[src/rtl/vc_read_scheduler.sv]
// Per-input-port VC read scheduler: wormhole locking, round-robin arbitration
// among VCs and downstream credit tracking; drives one buffer read strobe per cycle.
package vc_read_scheduler_pkg;
    typedef enum logic [1:0] {
        HEAD     = 2'd0,
        BODY     = 2'd1,
        TAIL     = 2'd2,
        HEADTAIL = 2'd3
    } flit_label_t;
endpackage

module vc_read_scheduler
    import vc_read_scheduler_pkg::*;
#(
    parameter int VC_NUM      = 2,
    parameter int BUFFER_SIZE = 8,
    parameter int VC_SIZE     = $clog2(VC_NUM)
) (
    input  logic                    clk,
    input  logic                    rst,
    input  logic [VC_NUM-1:0]       is_empty_i,
    input  flit_label_t [VC_NUM-1:0] flit_label_i,
    input  logic                    credit_valid_i,
    input  logic [VC_SIZE-1:0]      credit_vc_i,
    output logic [VC_NUM-1:0]       read_o,
    output logic                    valid_o,
    output logic [VC_SIZE-1:0]      vc_sel_o,
    output logic                    err_o
);

    localparam int CW = $clog2(BUFFER_SIZE) + 1;
    localparam logic [CW-1:0] CREDIT_MAX = CW'(BUFFER_SIZE);

    typedef enum logic {IDLE, LOCKED} state_t;

    state_t             state_q, state_d;
    logic [VC_SIZE-1:0] rr_ptr_q, rr_ptr_d;
    logic [VC_SIZE-1:0] lock_vc_q, lock_vc_d;
    logic [VC_SIZE-1:0] vc_sel_q, vc_sel_d;
    logic [CW-1:0]      credit_q [VC_NUM];
    logic [CW-1:0]      credit_d [VC_NUM];
    logic               err_q, err_d;

    logic [VC_NUM-1:0]  eligible;
    logic [VC_NUM-1:0]  credit_inc;
    logic [VC_NUM-1:0]  credit_dec;
    logic [VC_SIZE-1:0] cand;
    logic               grant;
    logic [VC_SIZE-1:0] grant_vc;
    logic               proto_err;
    logic               credit_err;

    always_comb begin
        for (int v = 0; v < VC_NUM; v++) begin
            eligible[v] = !is_empty_i[v] && (credit_q[v] != '0);
        end
    end

    // Grants are suppressed while reset is held so no buffer is popped during reset.
    always_comb begin
        grant     = 1'b0;
        grant_vc  = '0;
        proto_err = 1'b0;
        cand      = '0;
        state_d   = state_q;
        rr_ptr_d  = rr_ptr_q;
        lock_vc_d = lock_vc_q;
        if (rst) begin
            if (state_q == IDLE) begin
                for (int i = 0; i < VC_NUM; i++) begin
                    cand = VC_SIZE'((int'(rr_ptr_q) + i) % VC_NUM);
                    if (eligible[cand]) begin
                        if (flit_label_i[cand] == BODY || flit_label_i[cand] == TAIL) begin
                            proto_err = 1'b1;
                        end else if (!grant) begin
                            grant    = 1'b1;
                            grant_vc = cand;
                        end
                    end
                end
                if (grant) begin
                    rr_ptr_d = VC_SIZE'((int'(grant_vc) + 1) % VC_NUM);
                    if (flit_label_i[grant_vc] == HEAD) begin
                        state_d   = LOCKED;
                        lock_vc_d = grant_vc;
                    end
                end
            end else if (eligible[lock_vc_q]) begin
                case (flit_label_i[lock_vc_q])
                    BODY: begin
                        grant    = 1'b1;
                        grant_vc = lock_vc_q;
                    end
                    TAIL: begin
                        grant    = 1'b1;
                        grant_vc = lock_vc_q;
                        state_d  = IDLE;
                        rr_ptr_d = VC_SIZE'((int'(lock_vc_q) + 1) % VC_NUM);
                    end
                    default: proto_err = 1'b1;
                endcase
            end
        end
    end

    // A simultaneous grant and credit return on one VC cancel out, so that case can never overflow.
    always_comb begin
        credit_err = credit_valid_i && (int'(credit_vc_i) >= VC_NUM);
        for (int v = 0; v < VC_NUM; v++) begin
            credit_inc[v] = credit_valid_i && (int'(credit_vc_i) == v);
            credit_dec[v] = grant && (int'(grant_vc) == v);
            credit_d[v]   = credit_q[v];
            if (credit_inc[v] && !credit_dec[v]) begin
                if (credit_q[v] == CREDIT_MAX) begin
                    credit_err = 1'b1;
                end else begin
                    credit_d[v] = credit_q[v] + CW'(1);
                end
            end else if (credit_dec[v] && !credit_inc[v]) begin
                credit_d[v] = credit_q[v] - CW'(1);
            end
        end
        err_d    = err_q | proto_err | credit_err;
        vc_sel_d = grant ? grant_vc : vc_sel_q;
    end

    always_ff @(posedge clk or negedge rst) begin
        if (!rst) begin
            state_q   <= IDLE;
            rr_ptr_q  <= '0;
            lock_vc_q <= '0;
            vc_sel_q  <= '0;
            err_q     <= 1'b0;
            for (int v = 0; v < VC_NUM; v++) begin
                credit_q[v] <= CREDIT_MAX;
            end
        end else begin
            state_q   <= state_d;
            rr_ptr_q  <= rr_ptr_d;
            lock_vc_q <= lock_vc_d;
            vc_sel_q  <= vc_sel_d;
            err_q     <= err_d;
            for (int v = 0; v < VC_NUM; v++) begin
                credit_q[v] <= credit_d[v];
            end
        end
    end

    assign read_o   = grant ? (VC_NUM'(1) << grant_vc) : '0;
    assign valid_o  = grant;
    assign vc_sel_o = vc_sel_d;
    assign err_o    = err_q;

endmodule

[config.mk]
export PLATFORM = sky130hd
export DESIGN_NAME = vc_read_scheduler
export DESIGN_NICKNAME = d
export VERILOG_FILES = /design/src/rtl/vc_read_scheduler.sv
export SDC_FILE = /design/constraint.sdc
export NUM_CORES = 1
export LEC_CHECK = 0
export CAP_MARGIN = 30
export CORE_MARGIN = 4
export CORE_UTILIZATION = 53
export CTS_BUF_LIST = sky130_fd_sc_hd__clkbuf_16
export DETAILED_ROUTE_END_ITERATION = 7
export PLACE_DENSITY = 0.81
export SLEW_MARGIN = 20
export SYNTH_ARGS = -nofsm -noshare
export SYNTH_HDL_FRONTEND = slang
export SYNTH_SLANG_ARGS = --single-unit
[constraint.sdc]
create_clock -name clk -period 4 [get_ports clk]
set_clock_uncertainty 0.05 [all_clocks]
set_input_delay 1.2 -clock clk [delete_from_list [all_inputs] [get_ports clk]]
set_output_delay 1.2 -clock clk [all_outputs]
set_load 0.05 [all_outputs]
==> impl_metrics.yaml, run 1 <==
outcome:
  status: "finished, final reports clean"
worst_setup_path:
  crit_family: "buffers and inverters"
  crit_top_cell: "nor2_4"
  startpoint_type: "input port"
  cp_max_fo: 2
  crit_type: "in -> out"
  required_ns: 2.75
  critical-path-max-stage-delay_ns: 0.28
  cp.arrival_ns: 2.69
  crit_path_top_delay_cell: "mux2_4"
  worst-path-buf-inv: 3
  end_kind: "output pin"
  worstPathCellList: "dlygate4sd2_1 -> mux2_4 -> ha_4 -> inv_2 -> a21bo_4 -> o311a_4 -> nor2_4 -> nor2_4 -> buf_12"
synthesis:
  synthArstFlopShare: 1.00
  synth_largest_area_cell: "dfrtp_1"
  ys_seq_area_frac: 0.306
  syn_nets: 127
  synth_edf_count: 0
  netlist.area_leader.share: 0.257
  synth_seq_cells: 13
  syn_area_per_cell_um2: 9.74
  synth_area_leaders: "dfrtp_1 (26%), ha_1 (5.8%), dfstp_2 (4.9%), fa_1 (3.7%), mux2i_1 (3.7%)"
  syn-cell-area_mm2: 0.00107
  synth_top_flop_cell: "dfrtp_1"
  yosysWarnings: 0
  synth.distinct_cells: 42
  synthCells: 110
finish:
  layout_common_cells: "buf_4 (19), dfrtp_1 (11), nand2_1 (10)"
  nFillCells: 85
  antennaDiodeCount: 0
  stdcell_area_mm2: 0.00157
  nets: 163
  synthToLayoutAreaGrowth_pct: 47.0
  layout-drive-gt1-share: 0.366
  final_common_cell: "buf_4"
  final_core_util: 0.865
drt:
  wl_per_cell_um: 18.3
  viasPerCell: 6.19
  antenna_left: 0
  wl_um: 3100
  via_count: 1053
  drtPass1Iterations: 4
  dr.first_iter.drc_count: 44
  drc: 0
timing:
  max_freq_mhz: 254
  slew-limit-headroom: 0.667
  timing.hold.ws_ns: 0.450
  period_needed_ns: 3.94
  slew_viol_final: 0
  fin_crit_sh: 0.986
  hold_viol_final: 0
  worstMarginPinSlew_ns: 0.497
  setup_violations: 0
global_routing:
  grt_usage: 0.254
  antenna_found_initial: 0
  grt_pass1_vias: 1092
  grt-ovfl-total: 0
  grt_max_degree: 17
  grt_pass1_wl_um: 5020
die:
  die_y_um: 53.0
  num_rows: 15
  core_area_mm2: 0.00182
  start_util: 0.588
  dieArea_mm2: 0.00280
  ios: 15
  die_x_um: 53.0
clock_network:
  cts-root-buf: "clkbuf_16"
  cts.hold.buffers_added: 0
  numCtsBuffers: 3
  cts.sinks: 13
  clk_pin_slew_ns: 0.04
  clockBufferDepth: 2
  clock_latency_ns: 0.25
  h-tree-depth: 1
  cts_tree: "built"
place:
  portBuffers: 14
  place_congestion: 0.884
  dpl_cell_area_mm2: 0.00141
  dp_hpwl_um: 1940
power:
  p_leak_uw: 0.000699
  power.density_mw_per_mm2: 716
  max-vdd-ir-drop_mv: 0.521
hold_path:
  worstHoldPathType: "reg -> reg"
flow_run:
  cap_violations: 0
## flip-flops by register name (all words and copies together) (netlist names)
register,cells
err_o,1
vc_sel_q,1
credit_q,8
lock_vc_q,1
state_q,1
rr_ptr_q,1
## synth_stat cells, types with 2 or more instances
library cell,count
a21oi_1,4
mux2_4,2
mux2_2,2
a22o_1,2
a21o_1,2
fa_1,2
clkbuf_1,2
ha_1,5
mux2i_1,4
o21ai_0,5
nor3_1,4
xor2_1,4
dfrtp_1,11
xnor2_1,2
mux2_1,2
nor2_1,8
nand2_1,10
o21ai_1,2
o22ai_1,2
nor2b_1,5
inv_1,5
nand2b_1,4
dfstp_2,2
## metal layers
layer  vias to the layer above  GRT usage  share of wire
met5                         -          0              0
met4                         0      0.191          0.025
met3                         9     0.0394          0.065
met2                        67      0.436           0.52
met1                       501      0.277           0.39
li1                        476          -              -
## cell families (layout without fill, tap and decap cells)
family          count (synthesis)  count (layout)  synth area share
compound gates                 28              28             0.209
xor+xnor                        6               6            0.0491
simple gates                   39              39             0.208
buf+inv                         7              42            0.0245
fa+ha+maj                       7               7            0.0958
mux                            10              10             0.107
flops                          13              13             0.306
## what timing repair did
item | in CTS | in global routing
cloned | 0 | 0
setup buffers | 2 | 0
setup endpoints to repair | 4 | 4
pin swaps | 6 | 2
resized for setup | 18 | 11
## report_power, final
part,internal [uW],total (uW),switching [uW]
clock network,132,191,59.0
registers,202,312,110
logic,313,623,310
total,648,1130,479
## area by class of cell
class	count	area (um^2)	area share
multi-input combinational	90	805	0.511
sequential	13	328	0.208
timing repair buffer	33	313	0.199
clock buffer	3	75.1	0.0477
tap	25	31.3	0.0199
inverter	5	18.8	0.0119
clock inverter	1	3.75	0.00238
## metrics by stage
step / setup TNS [ns] / cells / total power (uW) / setup slack [ns]
2_1_floorplan: -0.000884 / 110 / 655 / -0.000884
3_5_place_dp: -0.973 / 164 / 861 / -0.273
6_report: 0 / 170 / 1130 / 0.0575
5_1_grt: -0.00521 / 170 / 1190 / -0.00521
4_1_cts: 0 / 170 / 1110 / 0.00576
3_3_place_gp: -0.798 / 164 / 833 / -0.235
## final timing paths
check,startpoint,endpoint,slack (ns),cells past startpoint
hold / removal,credit_q[7],credit_q[7],0.45,1
max in group asynchronous,rst,credit_q[7],2.16,2
setup reg to reg,credit_q[6],credit_q[7],0.86,13
min in group asynchronous,rst,err_o,1.49,2
hold reg to reg,credit_q[7],credit_q[7],0.45,1
setup / recovery,flit_label_i[1],vc_sel_o,0.06,9
No activity file was read; power rests on OpenSTA's default activity.
==> run 2: changes to the inputs <==
--- a/config.mk
+++ b/config.mk
@@ -7,10 +7,10 @@
 export LEC_CHECK = 0
 export CAP_MARGIN = 30
 export CORE_MARGIN = 4
-export CORE_UTILIZATION = 53
+export CORE_UTILIZATION = 43
 export CTS_BUF_LIST = sky130_fd_sc_hd__clkbuf_16
 export DETAILED_ROUTE_END_ITERATION = 7
-export PLACE_DENSITY = 0.81
+export PLACE_DENSITY = 0.68
 export SLEW_MARGIN = 20
 export SYNTH_ARGS = -nofsm -noshare
 export SYNTH_HDL_FRONTEND = slang
==> constraint.sdc (replaced) <==
create_clock -name clk -period 4.9 [get_ports clk]
set_clock_uncertainty 0.05 [all_clocks]
set_input_delay 1.47 -clock clk [delete_from_list [all_inputs] [get_ports clk]]
set_output_delay 1.47 -clock clk [all_outputs]
set_load 0.05 [all_outputs]
==> run 2 against run 1 <==
  * Wire length fell by 21%
  * Hold slack got worse by 0.0012 ns
  * Critical path depth fell by 1
  * Design area fell by 10%
  * Combinational power fell by 31%
  * Final cell count fell by 7.6%
  * Register-to-register slack improved by 0.88 ns
  * Sequential power fell by 20%
  * Total power fell by 26%
==> impl_metrics.yaml, run 2 (synthesis gave the netlist of run 1 again) <==
timing:
  slew-limit-headroom: 0.673
  setup_violations: 0
  period_needed_ns: 4.79
  hold_viol_final: 0
  rsz0062_at_grt: "no"
  layout_setup_ws_ns: 0.114
  fin_setup_tns_ns: 0
  fin_crit_sh: 0.977
  slew_viol_final: 0
  max_freq_mhz: 209
  worstMarginPinSlew_ns: 0.489
worst_setup_path:
  worstPathCellList: "clkdlybuf4s50_1 -> xnor2_2 -> nand3b_1 -> a211oi_4 -> o211ai_4 -> inv_1 -> nor2_4 -> buf_12"
  critical-path-max-stage-delay_ns: 0.51
  startpoint_type: "input port"
  cp.arrival_ns: 3.27
  crit_type: "in -> out"
  required_ns: 3.38
  crit_path_top_delay_cell: "clkdlybuf4s50_1"
  cp_max_fo: 4
  end_kind: "output pin"
outcome:
  status: "finished, final reports clean"
finish:
  final_core_util: 0.617
  synthToLayoutAreaGrowth_pct: 32.2
  final_common_cell: "dfrtp_1"
  layout_common_cells: "dfrtp_1 (11), nand2_1 (10), clkdlybuf4s50_1 (8)"
  nFillCells: 192
  nets: 147
  largest_reg_flops: 8
  stdcell_area_mm2: 0.00142
  antennaDiodeCount: 0
  largest-register: "credit_q"
  layout-drive-gt1-share: 0.194
drt:
  via_count: 890
  dr.first_iter.drc_count: 41
  antenna_left: 0
  drc: 0
  drtPass1Iterations: 4
  wl_per_cell_um: 15.7
  viasPerCell: 5.67
  wl_um: 2470
place:
  dpl_cell_area_mm2: 0.00130
  dp_hpwl_um: 1820
  portBuffers: 14
  place_congestion: 0.926
  dp_slack_ns: 0.0609
clock_network:
  clock_latency_ns: 0.25
  h-tree-depth: 1
  cts-root-buf: "clkbuf_16"
  numCtsBuffers: 3
  cts.hold.buffers_added: 0
  clockBufferDepth: 2
  cts_setup_buffers: 0
  cts.sinks: 13
  cts.repair.resized: 0
  clk_pin_slew_ns: 0.05
  cts_tree: "built"
power:
  totalPowerFinal_uw: 836
  max-vdd-ir-drop_mv: 0.341
  power.density_mw_per_mm2: 590
  p_leak_uw: 0.000620
global_routing:
  grt_usage: 0.166
  antenna_found_initial: 0
  grt_pass1_vias: 908
  grt_max_degree: 13
  grt-ovfl-total: 0
  grt_pass1_wl_um: 4320
die:
  num_rows: 17
  die_x_um: 57.9
  core_area_mm2: 0.00230
  die_y_um: 57.9
  dieArea_mm2: 0.00335
  ios: 15
  start_util: 0.466
flow_run:
  cap_violations: 0
hold_path:
  worstHoldPathType: "reg -> reg"
## run 2: changes by cell type in the layout (fill, tap and decap cells not counted), moves of 2 or more
| cell | delta |
|---|---|
| inv_1 | +2 |
| buf_4 | -16 |
| clkdlybuf4s50_1 | +4 |
| inv_2 | -2 |
| dlygate4sd2_1 | -2 |
| clkbuf_2 | -2 |
## run 2: report_power, final
group / internal, uW / total (uW) / leakage (uW) / switching, uW
registers: 165 / 249 / 0.000151 / 84.2
logic: 214 / 430 / 0.000427 / 216
clock network: 108 / 156 / 0.0000423 / 48.3
## run 2: path summary, 6_finish.rpt
path                                 startpoint          end  slack, ns  cells after the start
worst min register to register      credit_q[7]  credit_q[7]       0.45                      1
min in group asynchronous                   rst     rr_ptr_q       1.47                      1
max in group asynchronous                   rst  credit_q[3]       2.74                      2
worst max register to register      credit_q[6]  credit_q[7]       1.74                     12
worst min-delay path                credit_q[7]  credit_q[7]       0.45                      1
worst max-delay path            flit_label_i[0]     vc_sel_o       0.11                      8
## run 2: worst max-delay path, delay by kind of cell
family / cells / cell delay (ns)
AOI/OAI and AO/OA: 2 / 0.41
xor gates and xnor gates: 1 / 0.31
buffers and inverters: 3 / 0.82
and+or+nand+nor: 2 / 0.26
## run 2: metal layers
layer	track usage	part of all wire	vias to the layer above
met4	0.0894	0.027	0
met1	0.226	0.47	412
li1	-	-	444
met3	0.0312	0.043	7
met2	0.247	0.46	27
met5	0	0	-
## run 2: layout make-up
class / instances / area [um^2] / share of cell area
well taps: 28 / 35.0 / 0.0247
inverters: 5 / 18.8 / 0.0133
multi-input cells: 90 / 748 / 0.528
flip-flops and latches: 13 / 328 / 0.231
clock inverters: 1 / 3.75 / 0.00265
clock buffers: 3 / 75.1 / 0.0530
repair buffers: 17 / 208 / 0.147
## run 2: through the flow
| step | instances | hold slack, ns |
|---|---|---|
| after floorplan | 110 | 0.424 |
| after global placement | 153 | 0.439 |
| after detailed placement | 153 | 0.443 |
| after CTS | 157 | 0.450 |
| after global routing | 157 | 0.472 |
| final | 157 | 0.449 |
==> run 3: changes to the inputs <==
--- a/config.mk
+++ b/config.mk
@@ -6,11 +6,12 @@
 export NUM_CORES = 1
 export LEC_CHECK = 0
 export CAP_MARGIN = 30
+export CORE_ASPECT_RATIO = 0.5
 export CORE_MARGIN = 4
-export CORE_UTILIZATION = 43
+export CORE_UTILIZATION = 40
 export CTS_BUF_LIST = sky130_fd_sc_hd__clkbuf_16
 export DETAILED_ROUTE_END_ITERATION = 7
-export PLACE_DENSITY = 0.68
+export PLACE_DENSITY = 0.64
 export SLEW_MARGIN = 20
 export SYNTH_ARGS = -nofsm -noshare
 export SYNTH_HDL_FRONTEND = slang
==> constraint.sdc (replaced) <==
create_clock -name clk -period 4.9 [get_ports clk]
set_clock_uncertainty 0.05 [all_clocks]
set_input_delay 1.47 -clock clk [delete_from_list [all_inputs] [get_ports clk]]
set_output_delay 1.47 -clock clk [all_outputs]
set_load 0.01 [all_outputs]
==> run 3 against run 2 <==
  * Sequential share of layout area fell by 0.81 points
  * Total power fell by 9.1%
  * Die area rose by 8.0%
  * Hold slack got worse by 0.0054 ns
  * Wire length fell by 7.6%
==> impl_metrics.yaml, run 3 (synthesis gave the netlist of run 1 again) <==
outcome:
  status: "finished, final reports clean"
finish:
  largest-register: "credit_q"
  nFillCells: 211
  antennaDiodeCount: 0
  register_area_um2: 328
  final_core_util: 0.619
  synthToLayoutAreaGrowth_pct: 37.0
  largest_reg_flops: 8
  layout_common_cells: "buf_4 (18), dfrtp_1 (11), nand2_1 (10), clkdlybuf4s50_1 (10), nor2_1 (8)"
  layout-drive-gt1-share: 0.250
  nets: 162
  multi_input_area_um2: 731
  final_common_cell: "buf_4"
hold_path:
  min_path_cells: 1
  hold_start: "credit_q[7]"
  worstHoldPathType: "reg -> reg"
  worstHoldEndpoint: "credit_q[7]"
clock_network:
  clock_latency_ns: 0.25
  cts_tree: "built"
  numCtsBuffers: 3
  h-tree-depth: 1
  cts.sinks: 13
  clockBufferDepth: 2
  cts-root-buf: "clkbuf_16"
  cts_setup_buffers: 0
  clk_pin_slew_ns: 0.05
power:
  p_leak_uw: 0.000659
  clkPwrFrac: 0.210
  power.density_mw_per_mm2: 517
  power_frac_seq: 0.324
  switching_share: 0.378
  combPwrFrac: 0.466
  p_int_uw: 472
  p_sw_uw: 287
  max-vdd-ir-drop_mv: 0.298
drt:
  wl_per_cell_um: 12.7
  via_count: 925
  dr.first_iter.drc_count: 40
  antenna_left: 0
  viasPerCell: 5.17
  drtPass1Iterations: 4
  wl_um: 2280
  drc: 0
die:
  num_rows: 12
  core_area_mm2: 0.00237
  start_util: 0.451
  dieArea_mm2: 0.00362
  ios: 15
  die_y_um: 44.6
  die_x_um: 81.2
worst_setup_path:
  worst-r2r-setup-slack_ns: 1.79
  crit_family: "buffers and inverters"
  worst-path-stages: 8
  worst-path-buf-inv: 4
  startpoint_type: "input port"
  reg2reg_to: "credit_q[7]"
  required_ns: 3.38
  r2r_start: "credit_q[6]"
  cp_max_fo: 3
  crit_path_top_delay_cell: "clkdlybuf4s50_1"
  rr_worst_depth: 12
  crit_type: "in -> out"
  critical-path-max-stage-delay_ns: 0.45
  cp.arrival_ns: 3.27
  worstPathCellList: "clkdlybuf4s50_1 -> mux2_2 -> ha_1 -> inv_1 -> a21bo_1 -> o311a_1 -> buf_4 -> dlygate4sd2_1"
  end_kind: "output pin"
timing:
  worstMarginPinSlew_ns: 0.423
  fin_crit_sh: 0.977
  hold_viol_final: 0
  period_needed_ns: 4.79
  layout_setup_ws_ns: 0.111
  max_freq_mhz: 209
  setup_violations: 0
  timing.hold.ws_ns: 0.443
  slew-limit-headroom: 0.718
  fin_setup_tns_ns: 0
  rsz0062_at_grt: "no"
  slew_viol_final: 0
global_routing:
  grt_pass1_vias: 834
  grt-ovfl-total: 0
  grt_usage: 0.144
  grt_max_degree: 13
  antenna_found_initial: 0
  grt_pass1_wl_um: 3910
place:
  place_congestion: 0.785
  portBuffers: 14
  dp_hpwl_um: 1890
  dp_slack_ns: -0.243
flow_run:
  cap_violations: 0
[run 3: power by group through the flow]
stage          Combinational [uW]  Sequential (uW)  Clock (uW)
3_5_place_dp                  364              246           0
4_1_cts                       357              245         165
2_1_floorplan                 256              223           0
5_1_grt                       396              258         170
6_report                      354              246         160
3_3_place_gp                  357              244           0
[run 3: repair_timing]
item	4_1_cts	5_1_grt
hold buffers	0	0
endpoints found under the setup margin	4	2
gates resized for setup	5	3
hold endpoints to repair	0	0
pin swaps	1	1
[run 3: worst max path at each step]
| stage | slack, ns | end | from |
|---|---|---|---|
| 2_1_floorplan | 0.66 | vc_sel_o | flit_label_i[3] |
| 3_3_place_gp | -0.21 | vc_sel_o | flit_label_i[1] |
| 3_5_place_dp | -0.24 | vc_sel_o | flit_label_i[1] |
| 4_1_cts | 0.03 | vc_sel_o | flit_label_i[1] |
| 5_1_grt | 0.01 | valid_o | flit_label_i[1] |
| 6_report | 0.11 | valid_o | flit_label_i[1] |
[run 3: final cells by class]
type,count,share of cell area
clock buffers,3,0.0512
repair buffers,32,0.182
inverters,5,0.0128
multi-input cells,90,0.498
flip-flops and latches,13,0.223
well taps,35,0.0298
clock inverters,1,0.00341
[run 3: per-layer routing]
layer / up-vias / track usage / wire length, um
met2: 10 / 0.206 / 1000
met4: 0 / 0.0303 / 17
met1: 440 / 0.210 / 1160
met5: - / 0 / 0
met3: 3 / 0.0488 / 98
li1: 472 / - / -
[run 3: metrics by stage]
stage                     cell area [um^2]  power [uW]  std cells
after global placement                1380         601        175
final                                 1470         759        179
after CTS                             1470         767        179
after floorplan                       1070         478        110
after detailed placement              1380         609        175
after global routing                  1470         824        179
==> edit 1 (settings of run 1) <==
Put one more register stage on the output `err_o`, with the module's reset. The value now appears one clock later. The other outputs are not delayed to match.
--- a/src/rtl/vc_read_scheduler.sv
+++ b/src/rtl/vc_read_scheduler.sv
@@ -151,3 +151,9 @@
     assign vc_sel_o = vc_sel_d;
-    assign err_o    = err_q;
+    always_ff @(posedge clk or negedge rst) begin
+        if (!rst) begin
+            err_o <= '0;
+        end else begin
+            err_o <= err_q;
+        end
+    end
 
Function: changed (a bounded check fails within 4 cycles, from zero or initial values and one cycle with rst low).
==> edit 1 against run 1 <==
- power decreased by 1.7%
- wire length shrank 6.7%
- area after synthesis up 2.3%
- die area grew 2.0%
- critical path type unchanged
- sequential power up 5%
- design area up 1.6%
- critical path depth is 1 lower
- sequential cell count up 1
- worst setup slack worse by 0.0024 ns
==> edit 1: results (changes against run 1) <==
Power and ir drop:
- The maximum vdd drop is 0.000534 V (was 0.000521 V).
- The combinational power is 0.588 mW (was 0.623 mW).
- Summed over the clock group, the power is 0.193 mW.
- The leakage power is 0.703 nW (was 0.699 nW).
- The overall power is 1.11 mW (was 1.13 mW).
- The design internal power is 0.650 mW (was 0.648 mW).

GRT:
- The overall track demand over capacity in global routing was 23.1% (was 25.4%).
- The wire length of the first global-routing pass is 4.67 mm (was 5.02 mm).
- The via count of the first global-routing pass was 1047 (was 1092).
- The pin count of the biggest net entering global routing was 13 (was 17).

Min path:
- The cell count of the worst hold path is 0 (was 1).
- The destination of the worst hold path was err_o$_DFF_PN0_ (was credit_q[7]$_DFFE_PN1P_).
- The startpoint of the lowest-slack hold path is err_q$_DFF_PN0_ (was credit_q[7]$_DFFE_PN1P_).
- The type of the most critical hold path is flip-flop to flip-flop (unchanged).

Clock network:
- After clock tree synthesis, the clock-pin slew on the worst setup and hold paths is 0.05 ns.
- The number of buffers inserted during clock tree synthesis is 3 (unchanged).
- The insertion delay of the later-clocked pin in the worst-skew pair is 0.25 ns (about the same).
- The post-CTS repair timing setup buffer count is 0 (was 2).
- The buffer levels on the longest clock path is 2 (unchanged).
- The count of hold-fix buffers inserted at cts is 0 (unchanged).
- The number of gates given a new drive strength after cts is 13 (was 18).
- The depth of the CTS H-tree is 1 (unchanged).
- The root buffer cell is clkbuf_16 (unchanged).

Final layout:
- The share of layout cells above drive strength 1 was 32.9% (was 36.6%).
- The non-filler instance count after layout is 173 (was 170).
- The count of inserted antenna diode cells came to 0 (unchanged).
- The post-layout net count came to 164 (was 163).
- The register ranked first by flip-flop count is credit_q (unchanged).

Worst setup path:
- The timing startpoint of the critical path is flit_label_i[2] (was flit_label_i[1]).
- The startpoint of the worst register-to-register path is credit_q[4]$_DFFE_PN0P_ (was credit_q[6]$_DFFE_PN0P_).
- The capture point of the worst path is vc_sel_o (unchanged).
- The length in cells of the worst reg-to-reg path is 12 (was 13).
- The maximum fanout along the worst path was 4 (was 2).
- The minimum setup slack among reg-to-reg paths is 0.93 ns (was 0.86 ns).

Routing:
- The number of vias in the routed layout came to 987 (was 1053).
- The final routed wirelength across all metal layers is 2.90 mm (was 3.10 mm).
- The number of DRC markers in iteration 0 is 17 (was 44).
- The iteration count of the initial detailed-routing pass is 4 (unchanged).
- The antenna violation net count after detailed routing is 0 (unchanged).

STA:
- The worst slew slack as a fraction of its limit is 66.7% (about the same).
- The worst hold-check slack was 0.388 ns (was 0.450 ns).

Logic synthesis:
- Dominant cells by area after synthesis: dfrtp_1, ha_1, dfstp_2 (unchanged).
- The number of synthesis warnings is 0 (unchanged).
- The post-synthesis instance total is 111 (was 110).
- The post-synthesis net count is 128 (was 127).
- The sequential share of the synthesized area is 32.2% (was 30.6%).
- The predominant post-synthesis flop cell is dfrtp_1 (unchanged).
- Most instantiated cells after synthesis: dfrtp_1, nand2_1, nor2_1 (unchanged).

Placement:
- The weighted congestion reported at the end of routability-driven placement was 0.887 (was 0.884).
- The detailed placer's ending HPWL came to 2.11 mm (was 1.94 mm).

Status:
- Result of the run: finished clean (unchanged).
[edit 1: cell count changes in the layout (fill, tap and decap cells not counted), sizes merged]
cell,run 1,this run
clkbuf,5,3
clkdlybuf4s15,1,2
clkdlybuf4s50,4,5
clkinv,0,1
dfrtp,11,12
inv,6,5
[edit 1: layer usage]
| metal | vias to the layer above | GRT usage [%] | wire, um |
|---|---|---|---|
| met4 | 0 | 9.36 | 82 |
| met1 | 474 | 25.5 | 1180 |
| met3 | 10 | 3.94 | 90 |
| met2 | 26 | 42.9 | 1540 |
| met5 | - | 0 | 0 |
| li1 | 477 | - | - |
[edit 1: critical path: stages]
cell and delay [ns]:
dlygate4sd2_1 0.30, xor2_2 0.22, nor3_4 0.30, a211oi_4 0.11, o211ai_4 0.22, inv_2 0.09, nor2_4 0.11, buf_12 0.14
[edit 1: kinds of logic (layout without fill, tap and decap cells)]
logic type,after synthesis,count (layout),synth area share [%]
AOI/OAI and AO/OA,28,28,20.4
muxes,10,10,10.5
adders and majority gates,7,7,9.36
and+or+nand+nor,39,39,20.3
DFF,14,14,32.2
xor gates and xnor gates,6,6,4.79
buffers and inverters,7,42,2.40
[edit 1: layout make-up]
class | count | area (um^2)
clock buffer | 3 | 75.1
multi-input combinational | 90 | 791
sequential | 14 | 353
inverter | 5 | 18.8
timing repair buffer | 33 | 324
fill | 110 | 363
clock inverter | 1 | 3.75
tap | 27 | 33.8
[edit 1: per-stage QoR]
step | utilization, % | worst slack [ns] | setup TNS [ns] | instance area (um^2)
final | 81.5 | 0.0551 | 0 | 1600
after global routing | 81.5 | -0.0234 | -0.0234 | 1600
after CTS | 79.8 | 0.00116 | 0 | 1570
after detailed placement | 73.7 | -0.286 | -1.08 | 1450
after global placement | 73.7 | -0.242 | -0.705 | 1450
after floorplan | - | -0.000884 | -0.000884 | 1100
==> edit 2 (config.mk and constraints of run 1) <==
Made on the original files. Set the parameter `VC_NUM` to 4 (it was 2).
--- a/src/rtl/vc_read_scheduler.sv
+++ b/src/rtl/vc_read_scheduler.sv
@@ -14,3 +14,3 @@
 #(
-    parameter int VC_NUM      = 2,
+    parameter int VC_NUM      = 4,
     parameter int BUFFER_SIZE = 8,
Ports: changed (5 resized); port bits go from 15 to 25. The function was not compared with the original's and may differ.
==> edit 2 against run 1 <==
- the flow now finishes with violations (setup timing)
- non-clock buffer count increased by 49
- combinational power rose to 2.6 times the old value
- power increased by 120%
- wire length increased by 130%
- sequential share of layout area down 2.6 points
- synthesized cell count up 110%
- design area grew 110%
- final cell count increased by 110%
- area after synthesis increased by 100%
- sequential cell count rose by 11
- register-to-register slack got worse by 0.79 ns
- worst setup slack lost 0.38 ns
- highest routed layer unchanged
==> edit 2: results (changes against run 1) <==
Status:
- Result of the run: finished with violations (was finished clean).
- The checks that failed: setup timing.

Final layout:
- The non-filler instance count after layout came to 359 (was 170).
- The number of logic inverters in the finished layout is 11 (was 5).
- The post-layout net count is 342 (was 163).
- The number of filler cells placed in the layout is 173 (was 85).
- The non-clock buffer share of cell area is 23.2% (was 19.9%).
- The footprint of the multi-input gates is 1760 um^2 (was 805 um^2).
- The area taken by flip-flops and latches is 606 um^2 (was 328 um^2).
- The clock-cell share of area was 2.37% (was 5.01%).

Power and ir drop:
- The maximum vdd drop is 0.000686 V (was 0.000521 V).
- The power share of the clock group was 9.0% (was 17.0%).
- The combinational share of power was 67.5% (was 55.3%).
- The power density of the placed cells was 736 nW/um^2 (was 716 nW/um^2).
- The leakage power is 1.45 nW (was 0.699 nW).
- The design internal power was 1.38 mW (was 0.648 mW).

Min path:
- The cell count of the worst hold path was 2 (was 1).
- The startpoint of the lowest-slack hold path was credit_q[15]$_DFFE_PN1P_ (was credit_q[7]$_DFFE_PN1P_).
- The destination of the worst hold path was credit_q[15]$_DFFE_PN1P_ (was credit_q[7]$_DFFE_PN1P_).

Worst setup path:
- The critical path's largest stage delay came to 0.56 ns (was 0.28 ns).
- The maximum fanout along the worst path is 6 (was 2).
- The timing startpoint of the critical path is rst (was flit_label_i[1]).
- The startpoint of the worst register-to-register path is credit_q[9]$_DFFE_PN0P_ (was credit_q[6]$_DFFE_PN0P_).
- The minimum setup slack among reg-to-reg paths is 0.07 ns (was 0.86 ns).
- The standard cell with the maximum stage delay on the critical path is clkdlybuf4s50_1 (was mux2_4).
- The length in cells of the worst reg-to-reg path is 16 (was 13).

Clock network:
- The post-CTS repair timing setup buffer count is 11 (was 2).
- The number of gates given a new drive strength after cts is 60 (was 18).

STA:
- The final setup violation count was 9 (was 0).
- The worst slew slack as a fraction of its limit is 65.3% (was 66.7%).
- The setup TNS came to -1.69 ns (was 0 ns).
- The worst setup margin is -0.320 ns (was 0.0575 ns).

Logic synthesis:
- Dominant cells by area after synthesis: dfrtp_1, ha_1, dfstp_2 (unchanged).
- The post-synthesis net count is 261 (was 127).
- The number of distinct library cells after synthesis is 61 (was 42).
- The post-synthesis instance total is 231 (was 110).

Placement:
- The instance area at placement came to 2950 um^2 (was 1410 um^2).
- The weighted congestion reported at the end of routability-driven placement is 0.922 (was 0.884).

GRT:
- The pin count of the biggest net entering global routing is 18 (was 17).

Routing:
- The number of DRC markers in iteration 0 is 162 (was 44).
- The number of vias in the routed layout is 2212 (was 1053).

Floorplan:
- The horizontal extent of the die is 71.7 um (was 53.0 um).
==> edit 2: changes by cell type in the layout (fill, tap and decap cells not counted), moves of 5 or more <==
cell     before  now
buf_4        19   49
nor2_1        5   15
nand2_1      10   21
dfrtp_1      11   20
buf_6         0   13
mux2_2        1    7
mux2i_1       3    8
==> edit 2: routing by layer <==
layer	wire length [um]	global-route usage, %
met3	345	2.66
met4	254	10.9
met1	2830	29.1
met2	3580	42.6
met5	0	0
==> edit 2: cells by family (layout without fill, tap and decap cells) <==
| family | count (synthesis) | count (layout) | share of synthesized area (%) |
|---|---|---|---|
| buffers and inverters | 17 | 97 | 3.37 |
| multiplexers | 22 | 22 | 13.4 |
| flip-flops | 24 | 24 | 28.1 |
| AND/OR/NAND/NOR | 89 | 89 | 21.2 |
| AO/OA/AOI/OAI | 52 | 52 | 19.2 |
| XOR/XNOR | 14 | 14 | 5.70 |
| adder cells (fa/ha/maj) | 13 | 13 | 8.95 |
